==> config.mk <==
export PLATFORM = sky130hd
export DESIGN_NAME = snes_poll_scheduler_flat
export DESIGN_NICKNAME = d
export VERILOG_FILES = /design/src/rtl/snes_poll_if.sv /design/src/rtl/snes_poll_scheduler.sv /design/src/flat_wrapper.sv
export SDC_FILE = /design/constraint.sdc
export NUM_CORES = 1
export LEC_CHECK = 0
export BUFFER_PORTS_ARGS = -buffer_cell sky130_fd_sc_hd__buf_2
export CORE_UTILIZATION = 51
export DETAILED_ROUTE_END_ITERATION = 16
export GPL_ROUTABILITY_DRIVEN = 0
export PLACE_DENSITY_LB_ADDON = 0.25
export SLEW_MARGIN = 15
export SYNTH_ARGS = -nofsm -noshare
export SYNTH_HDL_FRONTEND = slang
export SYNTH_SLANG_ARGS = --single-unit
==> constraint.sdc <==
create_clock -name CLOCK -period 2.7 [get_ports CLOCK]
set_input_delay 0.405 -clock CLOCK [delete_from_list [all_inputs] [get_ports CLOCK]]
set_output_delay 0.405 -clock CLOCK [all_outputs]
set_load 0.02 [all_outputs]
==> src/rtl/snes_poll_if.sv <==
// Purpose: signal bundle between a poll requester / controller ports and the
//          SNES poll scheduler.
// Members:
//   DATA1, DATA2        serial data from controller ports (low = pressed)
//   REQ                 poll request level, held until ACK
//   AUTO_EN             enable periodic polling
//   LATCH, PULSE        shared latch and clock lines to both ports
//   BUTTONS1/2          last complete words, 1 = pressed
//   PRESSED1/2          rising-edge masks, valid with VALID
//   VALID, ACK, BUSY    update strobe, request completion strobe, busy flag
// Modports: master = requester/controller side, slave = scheduler.
interface snes_poll_if;
   logic        DATA1;
   logic        DATA2;
   logic        REQ;
   logic        AUTO_EN;
   logic        LATCH;
   logic        PULSE;
   logic [15:0] BUTTONS1;
   logic [15:0] BUTTONS2;
   logic [15:0] PRESSED1;
   logic [15:0] PRESSED2;
   logic        VALID;
   logic        ACK;
   logic        BUSY;

   modport master (
      output DATA1, DATA2, REQ, AUTO_EN,
      input  LATCH, PULSE, BUTTONS1, BUTTONS2, PRESSED1, PRESSED2, VALID, ACK, BUSY
   );

   modport slave (
      input  DATA1, DATA2, REQ, AUTO_EN,
      output LATCH, PULSE, BUTTONS1, BUTTONS2, PRESSED1, PRESSED2, VALID, ACK, BUSY
   );
endinterface

==> src/rtl/snes_poll_scheduler.sv <==
// Purpose: polls two SNES controller ports on request or periodically,
//          clocking 16 bits from each and publishing the words with a
//          pressed-edge mask.
// Ports:
//   CLOCK  system clock
//   RESET  synchronous active-high reset
//   bus    snes_poll_if.slave: DATA1/2, REQ, AUTO_EN in; LATCH, PULSE,
//          BUTTONS1/2, PRESSED1/2, VALID, ACK, BUSY out (all registered)
module snes_poll_scheduler #(
   parameter int unsigned TICK_DIV  = 162,
   parameter int unsigned FRAME_DIV = 833333
) (
   input  logic        CLOCK,
   input  logic        RESET,
   snes_poll_if.slave  bus
);

   localparam int unsigned PW = (TICK_DIV > 0) ? $clog2(TICK_DIV + 1) : 1;
   localparam int unsigned FW = (FRAME_DIV > 1) ? $clog2(FRAME_DIV) : 1;

   typedef enum logic [2:0] {S_IDLE, S_LATCH, S_HIGH, S_LOW, S_DONE} state_t;

   state_t        state_q, state_d;
   logic [PW-1:0] presc_q, presc_d;
   logic [FW-1:0] frame_q, frame_d;
   logic          auto_pend_q, auto_pend_d;
   logic          src_req_q, src_req_d;
   logic [3:0]    bit_q, bit_d;
   logic [1:0]    lcnt_q, lcnt_d;
   logic [15:0]   sh1_q, sh1_d, sh2_q, sh2_d;
   logic [15:0]   btn1_q, btn1_d, btn2_q, btn2_d;
   logic [15:0]   prs1_q, prs1_d, prs2_q, prs2_d;
   logic          latch_q, latch_d, pulse_q, pulse_d;
   logic          valid_q, valid_d, ack_q, ack_d, busy_q, busy_d;

   logic tick_c;
   logic frame_wrap_c;

   assign tick_c       = (presc_q == PW'(TICK_DIV));
   assign frame_wrap_c = bus.AUTO_EN && (frame_q == FW'(FRAME_DIV - 1));

   // State register and all registered outputs
   always_ff @(posedge CLOCK) begin
      if (RESET) begin
         state_q     <= S_IDLE;
         presc_q     <= '0;
         frame_q     <= '0;
         auto_pend_q <= 1'b0;
         src_req_q   <= 1'b0;
         bit_q       <= '0;
         lcnt_q      <= '0;
         sh1_q       <= '0;
         sh2_q       <= '0;
         btn1_q      <= '0;
         btn2_q      <= '0;
         prs1_q      <= '0;
         prs2_q      <= '0;
         latch_q     <= 1'b0;
         pulse_q     <= 1'b1;
         valid_q     <= 1'b0;
         ack_q       <= 1'b0;
         busy_q      <= 1'b0;
      end else begin
         state_q     <= state_d;
         presc_q     <= presc_d;
         frame_q     <= frame_d;
         auto_pend_q <= auto_pend_d;
         src_req_q   <= src_req_d;
         bit_q       <= bit_d;
         lcnt_q      <= lcnt_d;
         sh1_q       <= sh1_d;
         sh2_q       <= sh2_d;
         btn1_q      <= btn1_d;
         btn2_q      <= btn2_d;
         prs1_q      <= prs1_d;
         prs2_q      <= prs2_d;
         latch_q     <= latch_d;
         pulse_q     <= pulse_d;
         valid_q     <= valid_d;
         ack_q       <= ack_d;
         busy_q      <= busy_d;
      end
   end

   // Next state, counters and output decode
   always_comb begin
      state_d     = state_q;
      presc_d     = tick_c ? '0 : PW'(presc_q + 1'b1);
      frame_d     = (!bus.AUTO_EN || frame_wrap_c) ? '0 : FW'(frame_q + 1'b1);
      auto_pend_d = auto_pend_q;
      src_req_d   = src_req_q;
      bit_d       = bit_q;
      lcnt_d      = lcnt_q;
      sh1_d       = sh1_q;
      sh2_d       = sh2_q;
      btn1_d      = btn1_q;
      btn2_d      = btn2_q;
      prs1_d      = prs1_q;
      prs2_d      = prs2_q;

      unique case (state_q)
         S_IDLE: begin
            if (bus.REQ || auto_pend_q) begin
               state_d     = S_LATCH;
               src_req_d   = bus.REQ;
               auto_pend_d = 1'b0;
               presc_d     = '0;
               lcnt_d      = '0;
            end
         end
         S_LATCH: begin
            if (tick_c) begin
               if (lcnt_q == 2'd1) begin
                  state_d = S_HIGH;
                  bit_d   = '0;
               end else begin
                  lcnt_d = 2'(lcnt_q + 2'd1);
               end
            end
         end
         S_HIGH: begin
            if (tick_c) begin
               sh1_d[bit_q] = ~bus.DATA1;
               sh2_d[bit_q] = ~bus.DATA2;
               state_d      = S_LOW;
            end
         end
         S_LOW: begin
            if (tick_c) begin
               if (bit_q == 4'd15) begin
                  // Publish on entry so the words are visible during DONE
                  state_d = S_DONE;
                  btn1_d  = sh1_q;
                  btn2_d  = sh2_q;
                  prs1_d  = sh1_q & ~btn1_q;
                  prs2_d  = sh2_q & ~btn2_q;
               end else begin
                  bit_d   = 4'(bit_q + 4'd1);
                  state_d = S_HIGH;
               end
            end
         end
         S_DONE:  state_d = S_IDLE;
         default: state_d = S_IDLE;
      endcase

      // A wrap in the same cycle as a start is a fresh event and stays pending
      if (frame_wrap_c) auto_pend_d = 1'b1;

      latch_d = (state_d == S_LATCH);
      pulse_d = (state_d != S_LOW);
      busy_d  = (state_d != S_IDLE);
      valid_d = (state_d == S_DONE);
      ack_d   = (state_d == S_DONE) && src_req_q;
   end

   assign bus.LATCH    = latch_q;
   assign bus.PULSE    = pulse_q;
   assign bus.BUTTONS1 = btn1_q;
   assign bus.BUTTONS2 = btn2_q;
   assign bus.PRESSED1 = prs1_q;
   assign bus.PRESSED2 = prs2_q;
   assign bus.VALID    = valid_q;
   assign bus.ACK      = ack_q;
   assign bus.BUSY     = busy_q;

endmodule

==> src/flat_wrapper.sv <==
// flat-port wrapper written by rule: the top's interface ports become plain ports
module snes_poll_scheduler_flat 
#(
   parameter int unsigned TICK_DIV  = 162,
   parameter int unsigned FRAME_DIV = 833333
)
  (CLOCK, RESET, bus_DATA1, bus_DATA2, bus_REQ, bus_AUTO_EN, bus_LATCH, bus_PULSE, bus_BUTTONS1, bus_BUTTONS2, bus_PRESSED1, bus_PRESSED2, bus_VALID, bus_ACK, bus_BUSY);
  snes_poll_if bus_i ();
  input  logic CLOCK;
  input  logic RESET;
  input wire logic [$bits(bus_i.DATA1)-1:0] bus_DATA1;
  input wire logic [$bits(bus_i.DATA2)-1:0] bus_DATA2;
  input wire logic [$bits(bus_i.REQ)-1:0] bus_REQ;
  input wire logic [$bits(bus_i.AUTO_EN)-1:0] bus_AUTO_EN;
  output wire logic [$bits(bus_i.LATCH)-1:0] bus_LATCH;
  output wire logic [$bits(bus_i.PULSE)-1:0] bus_PULSE;
  output wire logic [$bits(bus_i.BUTTONS1)-1:0] bus_BUTTONS1;
  output wire logic [$bits(bus_i.BUTTONS2)-1:0] bus_BUTTONS2;
  output wire logic [$bits(bus_i.PRESSED1)-1:0] bus_PRESSED1;
  output wire logic [$bits(bus_i.PRESSED2)-1:0] bus_PRESSED2;
  output wire logic [$bits(bus_i.VALID)-1:0] bus_VALID;
  output wire logic [$bits(bus_i.ACK)-1:0] bus_ACK;
  output wire logic [$bits(bus_i.BUSY)-1:0] bus_BUSY;
  assign bus_i.DATA1 = bus_DATA1;
  assign bus_i.DATA2 = bus_DATA2;
  assign bus_i.REQ = bus_REQ;
  assign bus_i.AUTO_EN = bus_AUTO_EN;
  assign bus_LATCH = bus_i.LATCH;
  assign bus_PULSE = bus_i.PULSE;
  assign bus_BUTTONS1 = bus_i.BUTTONS1;
  assign bus_BUTTONS2 = bus_i.BUTTONS2;
  assign bus_PRESSED1 = bus_i.PRESSED1;
  assign bus_PRESSED2 = bus_i.PRESSED2;
  assign bus_VALID = bus_i.VALID;
  assign bus_ACK = bus_i.ACK;
  assign bus_BUSY = bus_i.BUSY;
  snes_poll_scheduler #(.TICK_DIV(TICK_DIV), .FRAME_DIV(FRAME_DIV)) u_core (.CLOCK(CLOCK), .RESET(RESET), .bus(bus_i));
endmodule
# Yosys cells after proc, flatten, opt, wreduce, memory -nomap -nowiden
# Cells that the tools add are included.
# word_totals
regBits	140
input_bits	6
out_inout_bits	69
elab_cells	91
# op_classes
add_sub_neg	4
magnitude_cmp	2
eq_ne	16
muxes	26
bitwise	6
reduce_logical	19
# op_table
operator	count
16-bit bitwise AND	2
16-bit bitwise mux	2
16-bit inverter	2
8-bit two-way mux	3
20-bit by 1-bit adder with 20-bit output, second input constant	1
20-bit == test, second input constant	1
3-bit two-way mux	6
4-bit two-way mux	4
3-bit one-hot mux with 4 select lines	1
8-bit by 1-bit adder with 8-bit output, second input constant	1
8-bit == test, second input constant	1
2-bit by 1-bit != test with 1-bit output, second input constant	4
4-bit one-hot mux with 2 select lines	1
2-bit nonzero test	4
3-bit by 1-bit == test with 1-bit output, second input constant	2
3-bit by 2-bit == test with 1-bit output, second input constant	2
2-bit two-way mux	3
2-bit AND reduction	3
4-bit by 5-bit < comparator with 1-bit output, second input constant	1
5-bit AND reduction	1
4-bit by 1-bit adder with 4-bit output, second input constant	1
1-bit demux with 4-bit select	1
4-bit == test, second input constant	1
4-bit by 1-bit greater-or-equal comparator with 1-bit output, second input constant	1
other kinds (16)	24

# Longest topological paths before layout
# Gate-level depths: netlist of the first run.
# logic_depth
ltp_word	6
depth_mapped	9
ltp_nobuf	6

# Worst setup path after synthesis of the first run
# OpenSTA, ideal clock, no wires.
# synth_timing
path_type	flip-flop to flip-flop
from	register u_core.presc_q[0]
to	register u_core.btn1_q[15] (netlist: u_core.bus.BUTTONS1[15])
setup_time_ns	0.132
arrival_ns	1.964
required_time_ns	2.568
path_slack_ns	0.603
stages_incl_launch_ff	10
path_buffers	3
period_less_slack_ns	2.097
cell_sequence	dfxtp_1 inv_1 ha_1 or3b_1 buf_6 or4_4 buf_2 buf_2 nand2_1 a21oi_1
# synth_between
elab_chain_len	2
# synth_lines
item	line_no	rtl
start: declaration	snes_poll_scheduler.sv:24	logic [PW-1:0] presc_q, presc_d;
start signal: assignment	snes_poll_scheduler.sv:65	presc_q <= presc_d;
8-bit == test	snes_poll_scheduler.sv:39	assign tick_c = (presc_q == PW'(TICK_DIV));
3-bit AND reduction (no source line)	-	
end signal: assignment	snes_poll_scheduler.sv:73	btn1_q <= btn1_d;
end: declaration	snes_poll_scheduler.sv:31	logic [15:0] btn1_q, btn1_d, btn2_q, btn2_d;
# No other way between the ends.
# A chain may end at the register's enable or synchronous reset.

# Final worst setup path of the first run
# layout_timing
from	register u_core.presc_q[0]
to	register u_core.prs2_q[12] (netlist: u_core.bus.PRESSED2[12])
# layout_between
elab_chain_len	2
# layout_lines
item	line_no	rtl
8-bit == test	snes_poll_scheduler.sv:39	
3-bit AND reduction (no source line)	-	
end signal: assignment	snes_poll_scheduler.sv:76	prs2_q <= prs2_d;
end: declaration	snes_poll_scheduler.sv:32	logic [15:0] prs1_q, prs1_d, prs2_q, prs2_d;
# No other way between the ends.

==> results of run 1 <==
final cells by class:
cell class | instances | area (µm²) | area share
repair buffers | 85 | 480 | 0.0727
multi-input cells | 435 | 2550 | 0.386
well taps | 140 | 175 | 0.0265
inverters | 14 | 52.6 | 0.00795
clock inverters | 14 | 119 | 0.0180
flip-flops and latches | 140 | 2800 | 0.424
clock buffers | 18 | 428 | 0.0648
kinds of logic after synthesis:
| family | count (synthesis) |
|---|---|
| AND/OR/NAND/NOR | 253 |
| AO/OA/AOI/OAI | 151 |
| flip-flops | 140 |
| buffers and inverters | 62 |
| XOR/XNOR | 21 |
| adder cells (fa/ha/maj) | 9 |
| multiplexers | 1 |
sequential cells by signal, summed over array words and instances (netlist names), 2 cells and up:
signal               flops
u_core.bus.BUTTONS1     16
u_core.bit_q             4
u_core.bus.BUTTONS2     16
u_core.sh2_q            16
u_core.presc_q           8
u_core.bus.PRESSED2     16
u_core.frame_q          20
u_core.bus.PRESSED1     16
u_core.lcnt_q            2
u_core.state_q           3
u_core.sh1_q            16
through the flow:
step	total power (W)	cell area, µm²	cells	utilization	hold slack [ns]
2_1_floorplan	0.00219	5650	637	-	0.431
3_3_place_gp	0.00221	6060	814	0.559	0.434
3_5_place_dp	0.00222	6060	814	0.559	0.444
4_1_cts	0.00435	6610	846	0.610	0.126
5_1_grt	0.00446	6610	846	0.610	0.137
6_report	0.00430	6610	846	0.610	0.149
Yosys cell counts, drive strengths merged, types with 2 or more instances:
master,number,area (µm²)
or4,4,33.8
or3b,3,26.3
and3,3,18.8
or3,2,12.5
nand2b,4,25.0
nand3b,35,263
and4,4,35.0
nor2,36,135
clkbuf,29,109
a211oi,2,15.0
nand3,15,75.1
buf,19,136
xnor2,12,105
nor4,11,90.1
nand2,103,387
nor3,7,35.0
ha,9,113
dfxtp,140,2800
xor2,9,78.8
o31ai,2,15.0
a21oi,102,510
a311oi,30,263
nand4bb,2,22.5
nor2b,5,31.3
o21ai,6,30.0
and2,3,18.8
or2,2,12.5
nor3b,3,27.5
inv,14,52.6
nand4,8,56.3
per-layer routing:
layer	up-vias	wire, µm	GRT usage
li1	2357	-	-
met1	2204	5470	0.277
met2	109	5590	0.347
met3	6	582	0.0696
met4	0	102	0.0832
met5	-	0	0
worst max-delay path by stage:
stage,cells after the start,endpoint,slack (ns)
after CTS,6,u_core.bus.BUTTONS2[0],0.36
after global routing,7,u_core.bus.PRESSED2[12],0.25
after detailed placement,7,u_core.bus.PRESSED1[9],0.38
after global placement,7,u_core.bus.BUTTONS2[13],0.43
final,7,u_core.bus.PRESSED2[12],0.38
after floorplan,9,u_core.bus.BUTTONS1[15],0.60
worst max-delay path, stage by stage, from the launching register on:
cell,delay (ns)
sky130_fd_sc_hd__dfxtp_1,0.35
sky130_fd_sc_hd__inv_1,0.07
sky130_fd_sc_hd__ha_1,0.14
sky130_fd_sc_hd__or3b_1,0.48
sky130_fd_sc_hd__or4_4,0.73
sky130_fd_sc_hd__buf_12,0.25
sky130_fd_sc_hd__nand2_1,0.09
sky130_fd_sc_hd__a21oi_1,0.06
report_power, final:
| group | leakage, nW | total, W | internal, W | switching [W] |
|---|---|---|---|---|
| combinational | 0.966 | 0.0000858 | 0.0000246 | 0.0000613 |
| clock | 0.260 | 0.00213 | 0.00124 | 0.000888 |
| sequential | 1.13 | 0.00208 | 0.00207 | 0.00000943 |
| total | 2.35 | 0.00430 | 0.00334 | 0.000958 |
==> PnR_summary.wiki, run 1 <==
{| class="wikitable"
! Metric !! Value
|-
| Outcome || completed
|-
| Largest net degree at the start of global routing || between 60 and 70
|-
| Remaining DRCs || 0
|-
| Worst hold path endpoint || u_core.src_req_q
|-
| Synthesis-to-layout area growth || 16.9%
|-
| Total wire length after detailed routing || between 10 and 15 mm
|-
| Initial core utilization || 0.521
|-
| Worst setup slack after placement || between 0.3 and 0.4 ns
|-
| First-iteration detailed-routing DRC count || ~270
|-
| TritonCTS clock tree || yes
|-
| Post-Syn Instances || 637
|-
| Remaining antenna violation count || 0
|-
| Number of max-cap violations || 0
|-
| Synthesized-area fraction occupied by xor and xnor cells || 0.0326
|-
| Origin of the worst min-delay path || RESET
|-
| CTS clk-pin slew, worst paths || ~0.060 ns
|-
| Drt pass-1 iters || 4
|-
| Number of vias after detailed routing || 4676
|-
| Commonest cells after routing, fill and taps aside || sky130_fd_sc_hd__dfxtp_1 (140), sky130_fd_sc_hd__nand2_1 (103), sky130_fd_sc_hd__a21oi_1 (102)
|-
| Synth Flop Type || sky130_fd_sc_hd__dfxtp_1
|-
| Initial antenna violation count || 0
|-
| Share of synthesized flip-flops with an asynchronous set or reset || 0
|-
| Hold depth || 2
|-
| Ant diodes || 0
|-
| Leading cell type in the layout, fill and taps excluded || sky130_fd_sc_hd__dfxtp_1
|-
| Pwr/cell area || around 650 nW/µm²
|-
| Final worst slack || roughly 0.38 ns
|-
| Worst-margin pin slew || between 0.7 and 0.8 ns
|-
| Area of the placeable core || about 11000 µm²
|-
| Register-to-register setup slack || approximately 0.38 ns
|-
| Longest Clk Path Bufs || 2
|-
| DR WL/cell || 13.9 µm
|-
| Part of the Yosys area used for sequential elements || 0.496
|-
| Post-CTS Repair Setup Buffers || 0
|-
| Data required, critical path || just over 3 ns
|-
| Global-route congestion overflow total || 0
|-
| Library cell used as clock root buffer || sky130_fd_sc_hd__clkbuf_8
|-
| Combinational family with the most area after synthesis || simple AND/OR/NAND/NOR gates
|-
| Count of H-tree levels built during CTS || 4
|-
| Crit path max fanout || 40
|-
| Via density per instance || ~5.5
|-
| Maximum ir drop on the vdd rail || between 600 and 700 µV
|-
| Wire length of the first global-routing pass || just under 20 mm
|-
| Overall routing resource usage || 0.219
|-
| Final clock period utilization by the worst path || 0.861
|-
| Chip height || approximately 110 µm
|-
| Post-synth design cell area || 5650 µm²
|-
| Share of the synthesized area in compound gates (AO/OA/AOI/OAI) || 0.161
|-
| Cell leakage power || 2.35 nW
|-
| Synthesized area per cell || 8.87 µm²
|-
| Number of distinct library cells after synthesis || between 50 and 60
|-
| Total Negative Setup Slacks || 0 ns
|-
| # setup viols final || 0
|-
| Die boundary width || ~110 µm
|-
| Post-cts sizing count || 0
|-
| Area share of fa/ha/maj cells after synthesis || 0.0199
|-
| Capture instance of the worst register-to-register path || u_core.bus.PRESSED2[12]
|-
| Final #Nets || 708
|-
| Clock latency of the later-clocked register in the worst-skew pair || roughly 0.53 ns
|-
| Number of global-route vias before repair || 4298
|-
| Worst reg-to-reg path cell count || 7
|-
| Max Slew Vio Count || 0
|-
| Worst hold path class || in2reg
|-
| F_max || roughly 430 MHz
|-
| Number of hold buffers added after CTS || 0
|-
| Beginning of the worst register-to-register path || u_core.presc_q[0]
|-
| Number of clock buffers inserted by TritonCTS || 17
|-
| Time the final worst path needs with I/O delays and setup || around 2.3 ns
|-
| Category of the worst setup path capture point || flop
|-
| Arrival time at the worst endpoint || around 2.7 ns
|-
| Final HPWL DP || between 7 and 8 mm
|-
| Beginning of the critical path || u_core.presc_q[0]
|-
| Yosys reg bits || 140
|-
| Share of post-route cells with drive strength above 1 || 0.178
|-
| Share of synthesized cell area in and, or, nand and nor gates || 0.236
|-
| Setup Crit Path Kind || reg2reg
|-
| Clock sink total || 140
|-
| Num ports || 75
|-
| Setup repair after global routing missed its margin || no
|-
| Warnings from Yosys || 0
|-
| Standard-cell row count || 38
|-
| Max transition margin || 0.505
|-
| Number of nets produced by synthesis || 652
|-
| Final hold vios || 0
|-
| CP Launch Type || flop
|-
| # port buffers || 74
|-
| Multiplexer share of the synthesized area || 0.00177
|-
| Die outline area || 11500 µm²
|-
| Count of filler cells inserted in the layout || 959
|-
| EDFF count, synth || 0
|-
| Final clock skew || approximately 0.011 ns
|}
Note: power is estimated with default switching activity, not from simulation.
==> run 2, diff against run 1 <==
- CELL_PAD_IN_SITES_DETAIL_PLACEMENT: not set -> 1
- CELL_PAD_IN_SITES_GLOBAL_PLACEMENT: not set -> 1
- CORE_UTILIZATION: 51 -> 43
==> run 2 against run 1 <==
Effect of this change:
- clock power is 8% higher
- flip-flop and latch count unchanged
- via count grew 1.9%
- sequential power about the same
- critical path type unchanged
- highest routed layer unchanged
==> PnR_summary.wiki, run 2 (synthesis results as in run 1) <==
{| class="wikitable"
! Metric !! Value
|-
| Outcome || completed (unchanged)
|-
| Share of total power in the clock network || 0.515 (was 0.495)
|-
| Final HPWL DP || 8.94 mm (was 7.77 mm)
|-
| Total buffers and inverters traversed by the critical path || 1 (was 2)
|-
| Number of hold buffers added after CTS || 0 (unchanged)
|-
| Category of the worst setup path capture point || flop (unchanged)
|-
| TritonCTS clock tree || yes (unchanged)
|-
| Fraction of met1 tracks used by global routing || 0.263 (was 0.277)
|-
| Die boundary width || 117 µm (was 107 µm)
|-
| Pwr/cell area || 672 nW/µm² (was 651 nW/µm²)
|-
| Final clock period utilization by the worst path || 0.854 (was 0.861)
|-
| Data required, critical path || 2.95 ns (was 3.09 ns)
|-
| Wire length of the first global-routing pass || 22.8 mm (was 19.8 mm)
|-
| Crit path max fanout || 37 (was 40)
|-
| Dpl cells || 844 (was 814)
|-
| Critical path's top delay family || simple AND/OR/NAND/NOR gates (unchanged)
|-
| Remaining antenna violation count || 0 (unchanged)
|-
| Cell leakage power || 2.38 nW (was 2.35 nW)
|-
| Setup Crit Path Kind || reg2reg (unchanged)
|-
| Post-CTS Repair Setup Buffers || 0 (unchanged)
|-
| CP Launch Type || flop (unchanged)
|-
| Number of vias after detailed routing || 4766 (was 4676)
|-
| Initial core utilization || 0.444 (was 0.521)
|-
| Crit path depth || 6 (was 7)
|-
| Chip height || 117 µm (was 107 µm)
|-
| Ant diodes || 0 (unchanged)
|-
| Number of clock buffers inserted by TritonCTS || 17 (unchanged)
|-
| P_int || 0.00357 W (was 0.00334 W)
|-
| CTS clk-pin slew, worst paths || 0.06 ns (about the same)
|-
| Final worst slack || 0.395 ns (was 0.376 ns)
|-
| Drt pass-1 iters || 4 (unchanged)
|-
| Worst-path cell with the longest stage delay || sky130_fd_sc_hd__or4_4 (unchanged)
|-
| First-iteration detailed-routing DRC count || 280 (was 271)
|-
| GR met3 Demand/Resource || 0.0462 (was 0.0696)
|-
| GRT busiest layer || met2 (unchanged)
|-
| Largest stage delay on the critical path || 0.56 ns (was 0.73 ns)
|-
| Worst hold path class || in2reg (unchanged)
|-
| Number of max-cap violations || 0 (unchanged)
|-
| Leading cell type in the layout, fill and taps excluded || sky130_fd_sc_hd__dfxtp_1 (unchanged)
|-
| Worst setup slack after placement || 0.437 ns (was 0.378 ns)
|-
| Overall routing resource usage || 0.215 (was 0.219)
|-
| Total wire length after detailed routing || 13.7 mm (was 11.8 mm)
|-
| Clock sink total || 140 (unchanged)
|-
| Share of post-route cells with drive strength above 1 || 0.172 (was 0.178)
|-
| Met2 demand-to-capacity share in global routing || 0.368 (was 0.347)
|-
| Maximum ir drop on the vdd rail || 393 µV (was 610 µV)
|-
| Time the final worst path needs with I/O delays and setup || 2.30 ns (was 2.32 ns)
|-
| Final clock skew || 0.00501 ns (was 0.0107 ns)
|-
| Remaining DRCs || 0 (unchanged)
|-
| Proportion of power drawn by combinational gates || 0.019 (was 0.020)
|-
| Post-cts sizing count || 0 (unchanged)
|-
| Initial antenna violation count || 0 (unchanged)
|-
| Switching component of the power || 0.000906 W (was 0.000958 W)
|-
| Die outline area || 13600 µm² (was 11500 µm²)
|-
| Via density per instance || 5.44 (was 5.53)
|-
| # port buffers || 74 (unchanged)
|-
| Library cell used as clock root buffer || sky130_fd_sc_hd__clkbuf_16 (was sky130_fd_sc_hd__clkbuf_8)
|-
| Worst path cell trace || ha_1, or3b_1, or4_4, buf_4, nand2_1, a21oi_1 (was inv_1, ha_1, or3b_1, or4_4, buf_12, nand2_1, a21oi_1)
|-
| DR WL/cell || 15.6 µm (was 13.9 µm)
|-
| Synthesis-to-layout area growth || 17.9% (was 16.9%)
|-
| Share of total power in sequential cells || 0.466 (was 0.485)
|-
| Switching part of the total power || 0.202 (was 0.223)
|-
| Final Non-Filler Cells || 876 (was 846)
|-
| Largest net degree at the start of global routing || 102 (was 65)
|-
| Largest register by flop count || u_core.frame_q (unchanged)
|-
| Number of flip-flops in the largest register || 20 (unchanged)
|-
| Final #Nets || 706 (was 708)
|-
| Standard-cell row count || 41 (was 38)
|-
| # setup viols final || 0 (unchanged)
|-
| Commonest cells after routing, fill and taps aside || sky130_fd_sc_hd__dfxtp_1 (140), sky130_fd_sc_hd__nand2_1 (103), sky130_fd_sc_hd__a21oi_1 (102) (unchanged)
|-
| Total Negative Setup Slacks || 0 ns (unchanged)
|-
| Num ports || 75 (unchanged)
|-
| Number of global-route vias before repair || 4717 (was 4298)
|-
| Placement Cell Area || 6070 µm² (was 6060 µm²)
|-
| Max transition margin || 0.299 (was 0.505)
|-
| Hold depth || 2 (unchanged)
|-
| Clock latency of the later-clocked register in the worst-skew pair || 0.41 ns (was 0.53 ns)
|-
| Area of the placeable core || 12700 µm² (was 10800 µm²)
|-
| Worst reg-to-reg path cell count || 6 (was 7)
|-
| Final hold vios || 0 (unchanged)
|-
| F_max || 434 MHz (was 430 MHz)
|-
| Global-route congestion overflow total || 0 (unchanged)
|-
| Setup repair after global routing missed its margin || no (unchanged)
|-
| Longest Clk Path Bufs || 2 (unchanged)
|-
| Count of H-tree levels built during CTS || 4 (unchanged)
|-
| Arrival time at the worst endpoint || 2.55 ns (was 2.72 ns)
|-
| Max Slew Vio Count || 0 (unchanged)
|-
| Total non-filler cell area in the finished layout || 6660 µm² (was 6610 µm²)
|-
| Worst-margin pin slew || 1.05 ns (was 0.735 ns)
|}
[run 2: changes by cell type in the layout (fill, tap and decap cells not counted)]
cell                         before  now
sky130_fd_sc_hd__clkinvlp_4       5    0
sky130_fd_sc_hd__inv_6            3    0
sky130_fd_sc_hd__clkbuf_1         0    3
sky130_fd_sc_hd__clkbuf_16       16   17
sky130_fd_sc_hd__bufinv_16        1    2
sky130_fd_sc_hd__clkbuf_8         2    5
sky130_fd_sc_hd__buf_12           2    1
sky130_fd_sc_hd__buf_4           10    9
[run 2: path summary, 6_finish.rpt]
| kind | from | end | slack (ns) |
|---|---|---|---|
| max | u_core.presc_q[1] | u_core.bus.BUTTONS2[0] | 0.40 |
| min | RESET | u_core.state_q[1] | 0.24 |
| max reg2reg | u_core.presc_q[1] | u_core.bus.BUTTONS2[0] | 0.40 |
| min reg2reg | u_core.bus.PRESSED2[5] | u_core.bus.PRESSED2[5] | 0.45 |
[run 2: worst register-to-register path, cell delays in order (launching register included)]
cell	delay (ns)
sky130_fd_sc_hd__dfxtp_1	0.39
sky130_fd_sc_hd__ha_1	0.18
sky130_fd_sc_hd__or3b_1	0.50
sky130_fd_sc_hd__or4_4	0.56
sky130_fd_sc_hd__buf_4	0.27
sky130_fd_sc_hd__nand2_1	0.16
sky130_fd_sc_hd__a21oi_1	0.08
[run 2: cell type report]
type,instances,area [µm²]
Inverter,14,52.6
Clock inverter,7,85.1
Fill cell,1540,6060
Clock buffer,25,505
Tap cell,172,215
Timing Repair Buffer,83,453
Multi-Input combinational cell,435,2550
Sequential cell,140,2800
[run 2: through the flow]
step | total power (W) | utilization | hold WS, ns
6_report | 0.00448 | 0.524 | 0.236
4_1_cts | 0.00453 | 0.524 | 0.233
2_1_floorplan | 0.00219 | - | 0.431
3_3_place_gp | 0.00221 | 0.477 | 0.434
5_1_grt | 0.00463 | 0.524 | 0.242
3_5_place_dp | 0.00222 | 0.477 | 0.445
[run 2: metal layers]
metal	up-vias	wire, µm
li1	2354	-
met5	-	0
met3	19	433
met2	70	6790
met1	2323	6240
met4	0	212
[run 2: power groups by stage]
stage	sequential, W	clock (W)	combinational, W
after floorplan	0.00213	0	0.0000646
after global placement	0.00213	0	0.0000831
after CTS	0.00208	0.00236	0.0000858
final	0.00209	0.00231	0.0000851
after detailed placement	0.00213	0	0.0000854
after global routing	0.00209	0.00245	0.0000957
